[config.mk]
export PLATFORM = sky130hd
export DESIGN_NAME = mem_stage
export DESIGN_NICKNAME = d
export VERILOG_FILES = /design/src/rtl/mem_stage_pkg.sv /design/src/rtl/mem_stage_load_extend.sv /design/src/rtl/mem_stage.sv
export SDC_FILE = /design/constraint.sdc
export NUM_CORES = 1
export LEC_CHECK = 0
export ABC_AREA = 1
export BUFFER_PORTS_ARGS = -buffer_cell sky130_fd_sc_hd__buf_4
export CORE_MARGIN = 10
export CORE_UTILIZATION = 30
export DETAILED_ROUTE_END_ITERATION = 8
export PLACE_DENSITY = 0.54
export SKIP_CTS_REPAIR_TIMING = 1
export SYNTH_ARGS = -nofsm -noshare
export SYNTH_HDL_FRONTEND = slang
export SYNTH_SLANG_ARGS = --single-unit
[constraint.sdc]
create_clock -name clk -period 3.4 [get_ports clk]
set_input_delay 0.68 -clock clk [delete_from_list [all_inputs] [get_ports clk]]
set_output_delay 0.68 -clock clk [all_outputs]
set_load 0.02 [all_outputs]
[src/rtl/mem_stage_pkg.sv]
// Shared definitions for the MEM stage: bus widths, stall indices, load opcodes
// and the packed layouts of the EX->MEM and MEM->WB buses.
package mem_stage_pkg;

  localparam int EX_TO_MEM_WD = 79;
  localparam int MEM_TO_WB_WD = 70;
  localparam int STALL_W      = 6;

  localparam int STALL_MEM = 3;
  localparam int STALL_WB  = 4;

  localparam logic STOP   = 1'b1;
  localparam logic NOSTOP = 1'b0;

  localparam logic [2:0] MEM_OP_LW  = 3'b000;
  localparam logic [2:0] MEM_OP_LB  = 3'b001;
  localparam logic [2:0] MEM_OP_LBU = 3'b010;
  localparam logic [2:0] MEM_OP_LH  = 3'b011;
  localparam logic [2:0] MEM_OP_LHU = 3'b100;

  typedef struct packed {
    logic [2:0]  mem_op;
    logic [31:0] pc;
    logic        data_ram_en;
    logic [3:0]  data_ram_wen;
    logic        sel_rf_res;
    logic        rf_we;
    logic [4:0]  rf_waddr;
    logic [31:0] ex_result;
  } ex_to_mem_t;

  typedef struct packed {
    logic [31:0] pc;
    logic        rf_we;
    logic [4:0]  rf_waddr;
    logic [31:0] rf_wdata;
  } mem_to_wb_t;

  function automatic logic is_load(input ex_to_mem_t b);
    return b.data_ram_en && (b.data_ram_wen == 4'b0000) && b.sel_rf_res;
  endfunction

endpackage

[src/rtl/mem_stage_load_extend.sv]
// Load-extend block: picks the addressed byte/halfword out of the raw word
// and sign- or zero-extends it; unknown opcodes behave as LW.
module mem_stage_load_extend
  import mem_stage_pkg::*;
(
  input  logic [31:0] i_raw,
  input  logic [1:0]  i_addr,
  input  logic [2:0]  i_mem_op,
  output logic [31:0] o_data
);

  logic [7:0]  w_byte;
  logic [15:0] w_half;

  always_comb begin
    w_byte = i_raw[7:0];
    case (i_addr)
      2'd0: w_byte = i_raw[7:0];
      2'd1: w_byte = i_raw[15:8];
      2'd2: w_byte = i_raw[23:16];
      2'd3: w_byte = i_raw[31:24];
      default: w_byte = i_raw[7:0];
    endcase
    // Halfword ignores addr[0]: misaligned halves are silently realigned.
    w_half = i_addr[1] ? i_raw[31:16] : i_raw[15:0];
  end

  always_comb begin
    o_data = i_raw;
    case (i_mem_op)
      MEM_OP_LB:  o_data = {{24{w_byte[7]}}, w_byte};
      MEM_OP_LBU: o_data = {24'd0, w_byte};
      MEM_OP_LH:  o_data = {{16{w_half[15]}}, w_half};
      MEM_OP_LHU: o_data = {16'd0, w_half};
      default:    o_data = i_raw;
    endcase
  end

endmodule

[src/rtl/mem_stage.sv]
// MEM pipeline stage: registers the EX->MEM bus, extends SRAM load data and
// keeps a copy of it so the result stays stable while the stage is stalled.
module mem_stage
  import mem_stage_pkg::*;
(
  input  logic                    clk,
  input  logic                    resetn,
  input  logic [STALL_W-1:0]      stall,
  input  logic [EX_TO_MEM_WD-1:0] ex_to_mem_bus,
  input  logic [31:0]             data_sram_rdata,
  output logic [MEM_TO_WB_WD-1:0] mem_to_wb_bus,
  output logic                    mem_wreg,
  output logic [4:0]              mem_waddr,
  output logic [31:0]             mem_wdata
);

  ex_to_mem_t r_bus;
  logic       r_hold_valid;
  logic [31:0] r_hold_data;

  logic [31:0] w_raw;
  logic [31:0] w_load_data;
  mem_to_wb_t  w_wb;
  logic        w_unused_stall;

  assign w_unused_stall = ^{stall[5], stall[2:0]};

  always_ff @(posedge clk) begin
    if (!resetn) begin
      r_bus        <= '0;
      r_hold_valid <= 1'b0;
      r_hold_data  <= 32'd0;
    end else if (stall[STALL_MEM] == STOP && stall[STALL_WB] == NOSTOP) begin
      r_bus        <= '0;
      r_hold_valid <= 1'b0;
    end else if (stall[STALL_MEM] == NOSTOP) begin
      r_bus        <= ex_to_mem_bus;
      r_hold_valid <= 1'b0;
    end else if (is_load(r_bus) && !r_hold_valid) begin
      // SRAM data is only valid in the first MEM cycle; keep it for the stall.
      r_hold_data  <= data_sram_rdata;
      r_hold_valid <= 1'b1;
    end
  end

  assign w_raw = r_hold_valid ? r_hold_data : data_sram_rdata;

  mem_stage_load_extend u_load_extend (
    .i_raw    (w_raw),
    .i_addr   (r_bus.ex_result[1:0]),
    .i_mem_op (r_bus.mem_op),
    .o_data   (w_load_data)
  );

  always_comb begin
    w_wb.pc       = r_bus.pc;
    w_wb.rf_we    = r_bus.rf_we;
    w_wb.rf_waddr = r_bus.rf_waddr;
    w_wb.rf_wdata = r_bus.sel_rf_res ? w_load_data : r_bus.ex_result;
  end

  assign mem_to_wb_bus = w_wb;
  assign mem_wreg      = w_wb.rf_we;
  assign mem_waddr     = w_wb.rf_waddr;
  assign mem_wdata     = w_wb.rf_wdata;

endmodule

## Word level (Yosys, flattened, before mapping)

Index checks and enable logic that the tools add are counted.

| storage, ports and cells | value |
|---|---|
| bits in registers | 112 |
| bits in latches | 0 |
| bits in writable memories | 0 |
| ROM bits | 0 |
| memories kept | 0 |

| operators by class | value |
|---|---|
| $add $sub $neg | 0 |
| $mul | 0 |
| divide/modulo/power cells | 0 |
| order comparisons | 0 |
| equality and inequality tests | 7 |
| shift-type cells | 0 |
| muxes and demuxes | 5 |
| bitwise gates (word level) | 4 |
| reduce and logical (&&, ||, !) cells | 10 |

Operators by type and width:

| operator | number |
|---|---|
| case mux 32 bit (4 select lines) | 1 |
| 2-to-1 mux 32 bit | 2 |
| case mux 8 bit (4 select lines) | 1 |
| 2-to-1 mux 16 bit | 1 |
| equality test 3 x 2 -> 1 bit (second input constant) | 2 |
| equality test 2 bit (second input constant) | 2 |
| logical AND 1 bit | 4 |
| zero test 4 bit | 1 |
| NOT 1 bit | 4 |
| equality test 3 x 1 -> 1 bit (second input constant) | 1 |
| equality test 3 bit (second input constant) | 1 |
| AND reduction 3 bit | 1 |
| OR reduction 3 bit | 1 |
| equality test 2 x 1 -> 1 bit (second input constant) | 1 |
| zero test 2 bit | 1 |
| OR reduction 2 bit | 1 |
| zero test 1 bit | 1 |

## Depth between registers and ports, before layout

| logic depth | value |
|---|---|
| word-level depth | 5 |
| depth in mapped cells | 13 |
| depth with buffers taken out | 11 |

## Modules after synthesis

Synthesis repeated with hierarchy kept, for this count alone.

| unflattened totals | value |
|---|---|
| cell total of the unflattened synthesis | 1016 |
| area, all modules | 6764.0 um^2 |

By module, submodules not included:

| module | instances | cells each | area an instance (um^2) | seq. area each (um^2) |
|---|---|---|---|---|
| mem_stage | 1 | 819 | 5435.2 | 2242.2 |
| mem_stage_load_extend | 1 | 197 | 1328.8 | 0.0 |

## Least setup slack after synthesis

No wires, ideal clock.

| timing path | value |
|---|---|
| kind | input to output |
| start | input data_sram_rdata[15] |
| end | output mem_wdata[10] |
| arrival | 1927 ps |
| required time | 2720 ps |
| setup slack | 793 ps |
| stages | 10 |
| path buffers | 2 |
| cells stage by stage | inv_1 nand2_1 nand3_1 nand2_1 inv_1 nand2_1 nand3_2 buf_2 a21oi_1 buf_4 |

| between the ends | value |
|---|---|
| longest elaborated chain between the ends | 4 |

Ends and longest elaborated chain:

| element | RTL line | text |
|---|---|---|
| from (decl) | mem_stage.sv:10 | `input logic [31:0] data_sram_rdata,` |
| 2-to-1 mux 32 bit | mem_stage.sv:46 | `assign w_raw = r_hold_valid ? r_hold_data : data_sram_rdata;` |
| case mux 8 bit (4 select lines) | mem_stage_load_extend.sv:17 | `case (i_addr)` |
| case mux 32 bit (4 select lines) | mem_stage_load_extend.sv:30 | `case (i_mem_op)` |
| 2-to-1 mux 32 bit | mem_stage.sv:59 | `w_wb.rf_wdata = r_bus.sel_rf_res ? w_load_data : r_bus.ex_result;` |
| to (decl) | mem_stage.sv:14 | `output logic [31:0] mem_wdata` |

Every way passes these cells.

## Final worst setup path

| timing path | value |
|---|---|
| start | register r_bus[76] in the netlist's numbering |
| end | output mem_wdata[10] |

| between the ends | value |
|---|---|
| longest elaborated chain between the ends | 3 |

Ends and longest elaborated chain:

| element | RTL line | text |
|---|---|---|
| from (decl) | mem_stage.sv:17 | `ex_to_mem_t r_bus;` |
| from (signal assigned) | mem_stage.sv:37 | `r_bus <= ex_to_mem_bus;` |
| equality test 3 bit (tied with other cells) | mem_stage_load_extend.sv:30 |  |
| case mux 32 bit (4 select lines) * | mem_stage_load_extend.sv:30 |  |
| 2-to-1 mux 32 bit * | mem_stage.sv:59 |  |

Every way passes the cells marked *; elsewhere a longest branch is shown, timed or not.

==> flow_summary.yaml <==
global_route:
  grt_pass1_vias: 5778
  grt_max_degree: 80
  antenna_found_initial: 1
  grt_first_pass_wirelength_mm: 32.1
  grtUsageTotal_pct: 15.3
  overflow: 0
synthesis:
  synth_top_area_cell: "dfxtp_1"
  synth_area_um2: 6040
  synth.most_common_cell: "nand2_1"
  syn_avg_cell_area_um2: 6.52
  synthArstFlopShare_pct: 0
  synth_area_leaders: "dfxtp_1 37%, nand2_1 19%, a21oi_1 12%"
  synth_edf_count: 0
  ys_seq_elements: 112
  yosysWarnings: 0
  yosys-top-cells-count: "313 x nand2_1, 150 x a21oi_1, 112 x dfxtp_1"
  synthFlopType: "dfxtp_1"
  ys_types: 25
  synth_nets: 1045
  seq_area_frac_synth_pct: 37.1
  synthDominantCellAreaShare_pct: 37.1
  syn_inst: 926
sta:
  setup_viol: 0
  relSlewSlack_pct: 45.0
  fmax_mhz: 325
  fin_crit_ns: 3.08
  clock_skew_ns: 0.00909
  slew_violations: 0
  holdWs_ns: 0.450
  finalHoldViolCount: 0
  rsz0062_at_grt: "false"
  tightest_slew_ns: 0.824
  fin_crit_sh_pct: 90.5
die:
  start_util_pct: 30.7
  die_w_um: 162
  die_height_um: 162
  die_area_um2: 26200
  core_um2: 19700
  io_pins: 227
  rows: 51
setup_path:
  end_kind: "primary output"
  timing.critical_path.to: "mem_wdata[10]"
  cp_slowest_stage_delay_ns: 0.43
  worstSetupPathType: "reg2out"
  path_buf_inv: 3
  crit_fanout: 20
  crit_slowest_cell: "dfxtp_1"
  rr_endpoint: "r_hold_data[25]"
  cp-start-kind: "flop"
  required_ns: 2.72
  timing.rr.start: "r_hold_valid"
  path_cells: "inv_1, nand3_1, nand2_2, nor2_2, buf_4, nand2_1, nand2_1, nor2_1, a21oi_1, buf_4"
  crit_path_start: "r_bus[76]"
  r2r_cells: 6
  path_depth: 10
  arrival_ns: 2.40
  r2r_slack_ns: 1.37
  cpLargestDelayFamily: "simple AND/OR/NAND/NOR gates"
placement:
  numPortBuffers: 222
  dp_hpwl_mm: 15.4
  place_inst: 1299
  gp_congestion: 0.826
clock_network:
  cts.sinks: 112
  clkTransAtPathRegs_ns: 0.07
  cts_root_buf: "clkbuf_16"
  htree_levels: 3
  cts_buffers: 9
  cts_tree: "yes"
  ctsLongestPathBuffers: 2
  clk_latency_ns: 0.36
layout:
  antennaDiodeCount: 0
  multiInputGateArea_um2: 2770
  nNetsFinal: 1164
  layout-drive-gt1-share_pct: 27.0
  regArea_um2: 2240
  area_growth_pct: 27.5
  fin_util_pct: 39.2
  finalNonFillerCells: 1314
  fillers: 2240
drt:
  drt_pass1_iterations: 5
  routedWlPerCell_um: 15.8
  ant_nets: 0
  drt_iter0_drc: 351
  viasPerCell: 4.52
  wirelength_mm: 20.7
  vias: 5937
  drc_errors: 0
min_path:
  hold_class: "reg2reg"
power_and_ir_drop:
  cellPowerDensity_nw_per_um2: 412
  p_leak_uw: 0.00360
  peakVddDrop_mv: 0.216
flow_run:
  maxCapViolCount: 0
outcome:
  status: "complete, no violations"
==> final cells by class <==
type                    instances  share of cell area, %
repair buffers                239                   23.8
well taps                     265                   4.31
inverters                      59                   2.88
flip-flops and latches        112                   29.2
clock inverters                 6                  0.975
multi-input cells             624                   36.0
clock buffers                   9                   2.92
==> flip-flops by register name (all words and copies together) (netlist names) <==
register,flops
r_bus,41
mem_to_wb_bus,32
r_hold_data,32
mem_waddr,5
mem_wreg,1
r_hold_valid,1
==> metal layers <==
metal / up-vias / track usage (%) / routed length [µm]
li1: 3108 / - / -
met1: 2646 / 19.0 / 9090
met2: 160 / 23.8 / 9500
met3: 21 / 6.22 / 1830
met4: 2 / 4.43 / 274
met5: - / 0 / 20
==> tightest hold or removal path, stage by stage, from the launching register on <==
cell and delay (ns):
dfxtp_1 0.30, inv_1 0.05, a21oi_1 0.05
==> how the worst min path moves through the flow <==
stage | start | to | slack (ns) | cells after the start
after floorplan | r_hold_data[0] | r_hold_data[0] | 0.42 | 2
after global placement | r_hold_data[28] | r_hold_data[28] | 0.43 | 2
after detailed placement | r_hold_data[9] | r_hold_data[9] | 0.44 | 2
after CTS | r_hold_data[9] | r_hold_data[9] | 0.45 | 2
after global routing | r_hold_data[1] | r_hold_data[1] | 0.46 | 2
final | r_hold_data[27] | r_hold_data[27] | 0.45 | 2
==> placed cells by master (no fill, tap or decap), drive strengths merged <==
master,synthesis,layout
nand2,315,315
buf,94,239
a21oi,150,150
dfxtp,112,112
inv,58,62
o21ai,52,52
nand3,50,50
nor2,34,34
or2,17,17
clkbuf,37,9
nand4,2,2
and2,1,1
o211ai,1,1
a21boi,1,1
nor3,1,1
clkinv,1,1
clkinvlp,0,1
bufinv,0,1
==> cells by family (layout without fill, tap and decap cells) <==
group / Yosys count / in the layout / share of synthesized area, %
and+or+nand+nor: 420 / 420 / 28.4
AOI/OAI and AO/OA: 204 / 204 / 17.0
buffers and inverters: 190 / 313 / 17.5
DFF: 112 / 112 / 37.1
==> stage by stage <==
| stage | total power, µW | TNS, ns | area, µm² | setup WS (ns) |
|---|---|---|---|---|
| global placement | 2100 | 0 | 7380 | 0.367 |
| floorplan | 1840 | 0 | 6040 | 0.793 |
| global route | 3340 | 0 | 7700 | 0.113 |
| CTS | 3230 | -0.267 | 7680 | -0.0454 |
| detailed placement | 2100 | 0 | 7380 | 0.370 |
| finish | 3170 | 0 | 7700 | 0.322 |
==> power by group <==
part | switching (µW) | leakage, µW | internal [µW]
combinational | 395 | 0.00254 | 289
clock | 526 | 0.000145 | 582
sequential | 26.0 | 0.000914 | 1360
Power figures use the tool's default switching activity.
